$ cat src/rtl/scope_cmd_parser.sv
// Byte-level command decoder for the scope: turns UART bytes into control strobes,
// atomically updated trigger configuration and a one-byte status response.
module scope_cmd_parser #(
  parameter int unsigned TIMEOUT_CYCLES = 200000,
  parameter int unsigned PAYLOAD_BYTES  = 10
) (
  input  logic        clk,
  input  logic        rst_n,
  input  logic [7:0]  rx_data,
  input  logic        rx_valid,
  output logic [7:0]  tx_data,
  output logic        tx_valid,
  input  logic        tx_ready,
  input  logic        scope_armed,
  input  logic        scope_triggered,
  input  logic        scope_busy,
  output logic        arm_pulse,
  output logic        disarm_pulse,
  output logic        trig_cfg_valid,
  output logic        trig_rising,
  output logic [39:0] trig_mask,
  output logic [39:0] trig_value,
  output logic        cmd_error
);

  localparam int unsigned TmoW = (TIMEOUT_CYCLES > 2) ? $clog2(TIMEOUT_CYCLES) : 1;
  localparam logic [TmoW-1:0] TmoLast = TmoW'(TIMEOUT_CYCLES - 1);
  localparam logic [3:0] LastByte = 4'(PAYLOAD_BYTES - 1);

  typedef enum logic [1:0] {StIdle, StPayload, StResp} state_e;

  state_e            state_q, state_d;
  logic [3:0]        byte_cnt_q, byte_cnt_d;
  logic [TmoW-1:0]   tmo_q, tmo_d;
  logic [79:0]       shadow_q, shadow_d;
  logic              edge_q, edge_d;
  logic [7:0]        tx_data_q, tx_data_d;
  logic              tx_valid_q, tx_valid_d;
  logic              arm_q, arm_d;
  logic              disarm_q, disarm_d;
  logic              cfg_valid_q, cfg_valid_d;
  logic              err_q, err_d;
  logic              rising_q, rising_d;
  logic [39:0]       mask_q, mask_d;
  logic [39:0]       value_q, value_d;

  always_comb begin
    state_d     = state_q;
    byte_cnt_d  = byte_cnt_q;
    tmo_d       = tmo_q;
    shadow_d    = shadow_q;
    edge_d      = edge_q;
    tx_data_d   = tx_data_q;
    tx_valid_d  = tx_valid_q;
    arm_d       = 1'b0;
    disarm_d    = 1'b0;
    cfg_valid_d = 1'b0;
    err_d       = 1'b0;
    rising_d    = rising_q;
    mask_d      = mask_q;
    value_d     = value_q;

    unique case (state_q)
      StIdle: begin
        if (rx_valid) begin
          case (rx_data)
            8'h41: arm_d = 1'b1;
            8'h53: disarm_d = 1'b1;
            8'h52, 8'h46: begin
              edge_d     = (rx_data == 8'h52);
              byte_cnt_d = '0;
              tmo_d      = '0;
              shadow_d   = '0;
              state_d    = StPayload;
            end
            8'h3F: begin
              // Status is snapshotted here and held for the whole response.
              tx_data_d  = {4'hA, 1'b0, scope_triggered, scope_armed, scope_busy};
              tx_valid_d = 1'b1;
              state_d    = StResp;
            end
            default: err_d = 1'b1;
          endcase
        end
      end
      StPayload: begin
        if (rx_valid) begin
          shadow_d[{byte_cnt_q, 3'b000} +: 8] = rx_data;
          tmo_d      = '0;
          byte_cnt_d = byte_cnt_q + 4'd1;
          if (byte_cnt_q == LastByte) begin
            rising_d    = edge_q;
            mask_d      = shadow_d[39:0];
            value_d     = shadow_d[79:40];
            cfg_valid_d = 1'b1;
            byte_cnt_d  = '0;
            state_d     = StIdle;
          end
        end else if (tmo_q == TmoLast) begin
          // Abort without touching the live trigger registers.
          err_d      = 1'b1;
          tmo_d      = '0;
          byte_cnt_d = '0;
          state_d    = StIdle;
        end else begin
          tmo_d = tmo_q + 1'b1;
        end
      end
      StResp: begin
        if (rx_valid) err_d = 1'b1;
        if (tx_ready) begin
          tx_valid_d = 1'b0;
          state_d    = StIdle;
        end
      end
      default: state_d = StIdle;
    endcase
  end

  always_ff @(posedge clk or negedge rst_n) begin
    if (!rst_n) begin
      state_q     <= StIdle;
      byte_cnt_q  <= '0;
      tmo_q       <= '0;
      shadow_q    <= '0;
      edge_q      <= 1'b1;
      tx_data_q   <= 8'h00;
      tx_valid_q  <= 1'b0;
      arm_q       <= 1'b0;
      disarm_q    <= 1'b0;
      cfg_valid_q <= 1'b0;
      err_q       <= 1'b0;
      rising_q    <= 1'b1;
      mask_q      <= '0;
      value_q     <= '0;
    end else begin
      state_q     <= state_d;
      byte_cnt_q  <= byte_cnt_d;
      tmo_q       <= tmo_d;
      shadow_q    <= shadow_d;
      edge_q      <= edge_d;
      tx_data_q   <= tx_data_d;
      tx_valid_q  <= tx_valid_d;
      arm_q       <= arm_d;
      disarm_q    <= disarm_d;
      cfg_valid_q <= cfg_valid_d;
      err_q       <= err_d;
      rising_q    <= rising_d;
      mask_q      <= mask_d;
      value_q     <= value_d;
    end
  end

  assign tx_data        = tx_data_q;
  assign tx_valid       = tx_valid_q;
  assign arm_pulse      = arm_q;
  assign disarm_pulse   = disarm_q;
  assign trig_cfg_valid = cfg_valid_q;
  assign trig_rising    = rising_q;
  assign trig_mask      = mask_q;
  assign trig_value     = value_q;
  assign cmd_error      = err_q;

endmodule

$ cat config.mk
export PLATFORM = sky130hd
export DESIGN_NAME = scope_cmd_parser
export DESIGN_NICKNAME = d
export VERILOG_FILES = /design/src/rtl/scope_cmd_parser.sv
export SDC_FILE = /design/constraint.sdc
export NUM_CORES = 1
export LEC_CHECK = 0
export BUFFER_PORTS_ARGS = -buffer_cell sky130_fd_sc_hd__buf_2
export CAP_MARGIN = 20
export CORE_UTILIZATION = 55
export CTS_BUF_LIST = sky130_fd_sc_hd__clkbuf_16
export DETAILED_ROUTE_END_ITERATION = 10
export PLACE_DENSITY = 0.87
export SKIP_CTS_REPAIR_TIMING = 1
export SLEW_MARGIN = 20
export SYNTH_ARGS = -nofsm -noshare
export SYNTH_HDL_FRONTEND = slang
export SYNTH_SLANG_ARGS = --single-unit
$ cat constraint.sdc
create_clock -name clk -period 5.4 [get_ports clk]
set_input_delay 0.81 -clock clk [delete_from_list [all_inputs] [get_ports clk]]
set_output_delay 0.81 -clock clk [all_outputs]
set_load 0.01 [all_outputs]
==> reports/summary.txt, run 1 <==
number of synthesis warnings: 0
Main synth FF type: dfrtp_1
part of the power in registers: 0.516
ant diodes: 0
RSZ-0062 raised after global routing: no
final worst setup slack: 2.22 ns
Worst Setup Start Kind: flip-flop
Setup Viol. Count Final: 0
ys async rst share: 1.00
CTS sink count: 195
GRT Resource Usage Total: 0.255
power share of the clock group: 0.388
EDFF count, synth: 0
routed vias/inst: 5.94
Synth Cell Area: 8820 um^2
clock root cell: clkbuf_16
Clock Skews: 0.00558 ns
Worst R2R Start: byte_cnt_q[0]
CP max FO: 15
IO buf count: 105
DR pass1 iterations: 5
worst hold path type: primary input to asynchronous set/reset pin
Synth area leader: dfrtp_1
Final min period: 3.18 ns
clk_lat worst skew: 0.44 ns
CP required: 5.78 ns
Tcrit/Tclk final: 0.588
# nets final: 951
Mean Syn Cell Area: 10.2 um^2
starting density of the core: 0.572
Int Pwr: 2.25 mW
CTS tree: done
Least-Margin Pin Slew: 1.13 ns
final core area utilization: 0.642
post-route DRC violation count: 0
RD Place Congestion: 0.874
pin count of the biggest net entering global routing: 117
routed vias: 6,872
critical path arrival: 3.55 ns
Seq cells post-synth: 195
reg2reg path depth: 7
area grow syn2layout: 12.3%
grt total ovfl: 0
DP HPWL: 12.8 mm
post-placement cell area: 9340 um^2
WL final: 20.4 mm
Cell Pwr Density: 307 nW/um^2
setup TNS: 0 ns
CTS clk-pin slew, worst paths: 0.07 ns
Cells after DPL: 1,123
Core ar.: 15,400 um^2
total power: 3.05 mW
initial antenna violation count: 0
clock buffer depth: 2
crit path launch: byte_cnt_q[0]
switching pwr: 0.798 mW
Starting DRT DRC Count: 734
vias in the first global route: 6,298
largest cells by area after synthesis: dfrtp_1 55%, nand2_1 6.9%, mux2i_1 5.0%, a22o_1 4.2%, nand3_1 3.4%
hold slack: 0.433 ns
worst slack at placement: 2.28 ns
final non-filler cell area: 9910 um^2
max-cap violations: 0
worst rel slew slack: 0.246
Worst setup EP type: flip-flop
Post-DRT Antenna Nets: 0
LEAKAGE: 4.90 nW
Die H: 129 um
fmax: 315 MHz
top cell type's share of synthesized area: 0.547
layout cells sized above 1: 0.189
first-pass GRT wire length: 32.3 mm
Final Hold Fails: 0
number of distinct library cells after synthesis: 74
Top Ports: 109
WL per Instance: 17.6 um
run status: completed
worst vdd ir: 0.000250 V
crit path kind: flip-flop to flip-flop
die area: 16,600 um^2
Row Count: 45
post-synthesis sequential area ratio: 0.553
Switching Fraction: 0.262
Non-Filler Instances: 1,156
Die Wd: 129 um
H-tree Lvls: 4
Comb pwr share: 0.095
Slew Viols, Final: 0
TritonCTS Buffers: 17
cells after synthesis: 863
registers in the layout (all words and copies together), names as in the netlist:
signal	count
trig_mask	40
state_q	2
trig_rising	1
arm_pulse	1
shadow_q	80
trig_cfg_valid	1
tx_data	4
trig_value	40
tx_valid	1
tmo_q	18
disarm_pulse	1
edge_q	1
byte_cnt_q	4
cmd_error	1
Yosys cell counts (4+ instances only):
library cell	count
nand2b_1	7
dfrtp_1	193
a21o_1	5
clkbuf_1	21
a21oi_1	12
inv_1	19
and3_1	7
buf_2	27
o2bb2ai_1	8
a32o_1	7
nor3_1	7
nor2_1	31
nand2_1	162
nor4_1	5
or3_1	5
nor2b_1	4
nand3_1	60
mux2_2	5
a22o_1	42
a31oi_1	8
nor2_2	4
o21ai_1	42
ha_1	4
buf_4	10
mux2i_1	44
o22ai_1	10
nand4_1	10
o21ai_0	39
metal layers:
layer	global-route usage	routed length, um	up-vias
li1	-	-	3174
met3	0.0520	1360	52
met5	0	0	-
met4	0.118	574	0
met1	0.344	8610	3372
met2	0.400	9830	274
area by class of cell:
class | instances | area [um^2]
clock buffer | 17 | 425
tap | 211 | 264
timing repair buffer | 111 | 599
inverter | 21 | 80.1
fill | 1201 | 5520
sequential | 195 | 4880
clock inverter | 15 | 119
multi-input combinational | 586 | 3540
final timing paths:
kind	endpoint	slack, ns
max	shadow_q[69]	2.22
min in group clk	trig_value[2]	0.46
min	tx_data[1]	0.43
min reg2reg	trig_value[2]	0.46
max reg2reg	shadow_q[69]	2.22
max in group asynchronous	trig_value[3]	3.80
cell usage in the layout, fill, tap and decap left out, types with 8 or more instances in the layout:
cell / count
o21ai_1: 42
nand3_1: 60
a31oi_1: 8
nor2_1: 31
o2bb2ai_1: 8
nand4_1: 10
o22ai_1: 10
o21ai_0: 39
a22o_1: 42
dfrtp_1: 193
nand2_1: 162
clkbuf_16: 17
mux2i_1: 44
inv_1: 20
a21oi_1: 12
buf_2: 104
power groups by stage:
stage | sequential, mW | combinational, mW | clock [mW]
4_1_cts | 1.57 | 0.291 | 1.20
3_5_place_dp | 1.60 | 0.288 | 0
3_3_place_gp | 1.60 | 0.277 | 0
2_1_floorplan | 1.59 | 0.192 | 0
6_report | 1.57 | 0.291 | 1.18
5_1_grt | 1.58 | 0.319 | 1.25
critical path: stages, from the launching register on:
cell,delay (ns)
dfrtp_1,0.61
inv_1,0.16
ha_1,0.42
and4bb_2,0.34
o21ai_1,0.81
nor2_2,0.22
nor2_2,0.35
a22o_1,0.19
logic make-up after synthesis:
family          after synthesis  share of synthesized area
compound gates              197                      0.155
xor+xnor                      4                    0.00397
fa+ha+maj                     4                    0.00567
buf+inv                      84                     0.0467
flops                       195                      0.553
mux                          49                     0.0563
other cells                   1                   0.000425
simple gates                329                      0.179
Power figures use the tool's default switching activity.
==> inputs of run 2 (changes only) <==
Settings changed: CORE_UTILIZATION 55 to 52, PLACE_DENSITY 0.87 to 0.86.
Clock period 5.4 ns to 2.6 ns, I/O delays scaled along.
==> reports/summary.txt, run 2 (same netlist as run 1, synthesis figures left out) <==
WL final: 20.9 mm (was 20.4 mm)
final core area utilization: 0.610 (was 0.642)
Starting DRT DRC Count: 470 (was 734)
max FFs per register: 80 (unchanged)
Biggest register: shadow_q (unchanged)
Int Pwr: 4.81 mW (was 2.25 mW)
Tcrit/Tclk final: 0.904 (was 0.588)
worst rel slew slack: 0.461 (was 0.246)
final worst setup slack: 0.249 ns (was 2.22 ns)
hold_sp: scope_busy
routed vias/inst: 5.84 (was 5.94)
Seq. cell area: 4880 um^2 (unchanged)
die area: 17,500 um^2 (was 16,600 um^2)
number of fill cells in the layout: 1,345 (was 1,201)
pin count of the biggest net entering global routing: 93 (was 117)
vias in the first global route: 6,654 (was 6,298)
crit-path most repeated cell: buf_4 (was nor2_2)
run status: completed (unchanged)
Worst Setup Start Kind: flip-flop (unchanged)
Die Wd: 132 um (was 129 um)
starting density of the core: 0.532 (was 0.572)
Hold Path End: tx_data[0]
RD Place Congestion: 0.896 (was 0.874)
Setup Viol. Count Final: 0 (unchanged)
routed vias: 6,932 (was 6,872)
RSZ-0062 raised after global routing: no (unchanged)
CTS tree: done (unchanged)
Clock Skews: 0.00711 ns (was 0.00558 ns)
worst vdd ir: 0.000501 V (was 0.000250 V)
DR pass1 iterations: 5 (unchanged)
power share of the clock group: 0.393 (was 0.388)
crit path kind: flip-flop to flip-flop (unchanged)
Switching Fraction: 0.256 (was 0.262)
clock root cell: clkbuf_16 (unchanged)
Slew Viols, Final: 0 (unchanged)
TritonCTS Buffers: 17 (unchanged)
max-cap violations: 0 (unchanged)
H-tree Lvls: 4 (unchanged)
crit-path cells: buf_4 -> ha_1 -> nand3b_1 -> or3_4 -> buf_4 -> o21ai_0 (was inv_1 -> ha_1 -> and4bb_2 -> o21ai_1 -> nor2_2 -> nor2_2 -> a22o_1)
GRT Resource Usage Total: 0.246 (was 0.255)
LEAKAGE: 5.01 nW (was 4.90 nW)
grt total ovfl: 0 (unchanged)
Row Count: 47 (was 45)
area of the multi-input gates: 3540 um^2 (unchanged)
switching pwr: 1.65 mW (was 0.798 mW)
largest stage delay on the critical path: 0.61 ns (was 0.81 ns)
Worst setup EP type: flip-flop (unchanged)
post-route DRC violation count: 0 (unchanged)
hold slack: 0.189 ns (was 0.433 ns)
reg2reg path depth: 6 (was 7)
CTS clk-pin slew, worst paths: 0.07 ns (about the same)
worst slack at placement: 0.254 ns (was 2.28 ns)
commonest non-fill, non-tap cell in the layout: dfrtp_1 (unchanged)
IO buf count: 105 (unchanged)
Least-Margin Pin Slew: 0.808 ns (was 1.13 ns)
clk_lat worst skew: 0.43 ns (was 0.44 ns)
CP max FO: 92 (was 15)
post-placement cell area: 9540 um^2 (was 9340 um^2)
CP Buf/Inv Count: 2 (was 1)
hold-critical path depth: 2
Crit path max-delay family: buffers and inverters (was compound AO/OA/AOI/OAI gates)
CTS sink count: 195 (unchanged)
Comb pwr share: 0.104 (was 0.095)
R2R setup slack: 0.25 ns (was 2.22 ns)
first-pass GRT wire length: 33.9 mm (was 32.3 mm)
CP required: 2.86 ns (was 5.78 ns)
clock buffer depth: 2 (unchanged)
Cell Pwr Density: 638 nW/um^2 (was 307 nW/um^2)
Final Hold Fails: 0 (unchanged)
layout cells sized above 1: 0.204 (was 0.189)
Worst R2R End: trig_mask[3] (was shadow_q[69])
WL per Instance: 17.6 um (about the same)
Worst R2R Start: byte_cnt_q[0] (unchanged)
Die H: 132 um (was 129 um)
final non-filler cell area: 10,100 um^2 (was 9910 um^2)
critical path arrival: 2.62 ns (was 3.55 ns)
DP HPWL: 14.0 mm (was 12.8 mm)
setup TNS: 0 ns (unchanged)
fmax: 425 MHz (was 315 MHz)
slowest cell on the critical path: buf_4 (was o21ai_1)
part of the power in registers: 0.503 (was 0.516)
Final min period: 2.35 ns (was 3.18 ns)
most frequent cells in the layout: 193 x dfrtp_1, 162 x nand2_1, 104 x buf_2, 60 x nand3_1, 44 x mux2i_1 (unchanged)
Core ar.: 16,600 um^2 (was 15,400 um^2)
worst hold path type: primary input to flip-flop (was primary input to asynchronous set/reset pin)
Top Ports: 109 (unchanged)
# nets final: 973 (was 951)
initial antenna violation count: 1 (was 0)
area grow syn2layout: 14.7% (was 12.3%)
Post-DRT Antenna Nets: 0 (unchanged)
## run 2: cell types whose count changed in the layout (fill, tap and decap cells not counted), sizes merged
cell	delta
inv	+2
dlygate4sd3	+1
diode	+1
buf	+21
clkinvlp	+1
clkinv	-4
bufinv	+1
## run 2: worst max path at each step
stage / from / end / slack (ns) / depth (start not counted)
2_1_floorplan: byte_cnt_q[0] / shadow_q[15] / 0.42 / 9
3_3_place_gp: byte_cnt_q[0] / shadow_q[15] / 0.40 / 8
3_5_place_dp: byte_cnt_q[0] / trig_mask[3] / 0.25 / 6
4_1_cts: byte_cnt_q[0] / trig_mask[3] / 0.24 / 6
5_1_grt: byte_cnt_q[0] / trig_mask[3] / 0.04 / 6
6_report: byte_cnt_q[0] / trig_mask[3] / 0.25 / 6
## run 2: power groups by stage
stage	Clock, mW	Sequential, mW	Combinational, mW
floorplan	0	3.30	0.399
global placement	0	3.30	0.640
detailed placement	0	3.30	0.671
CTS	2.57	3.25	0.673
global route	2.68	3.27	0.739
finish	2.54	3.25	0.673
## run 2: area by class of cell
class                      count  area share
sequential                   195       0.482
multi-input combinational    586       0.350
timing repair buffer         133      0.0763
clock buffer                  17      0.0420
tap                          220      0.0272
clock inverter                15      0.0141
inverter                      21     0.00791
antenna                        1    0.000247
## run 2: stage by stage
step	power [mW]	instances
6_report	6.46	1188
3_3_place_gp	3.94	1154
3_5_place_dp	3.97	1154
5_1_grt	6.69	1187
4_1_cts	6.49	1186
2_1_floorplan	3.70	865
## run 2: metal layers
layer	track usage	wire (um)
met2	0.396	10200
met4	0.105	470
met1	0.326	9060
met5	0	0
met3	0.0515	1210
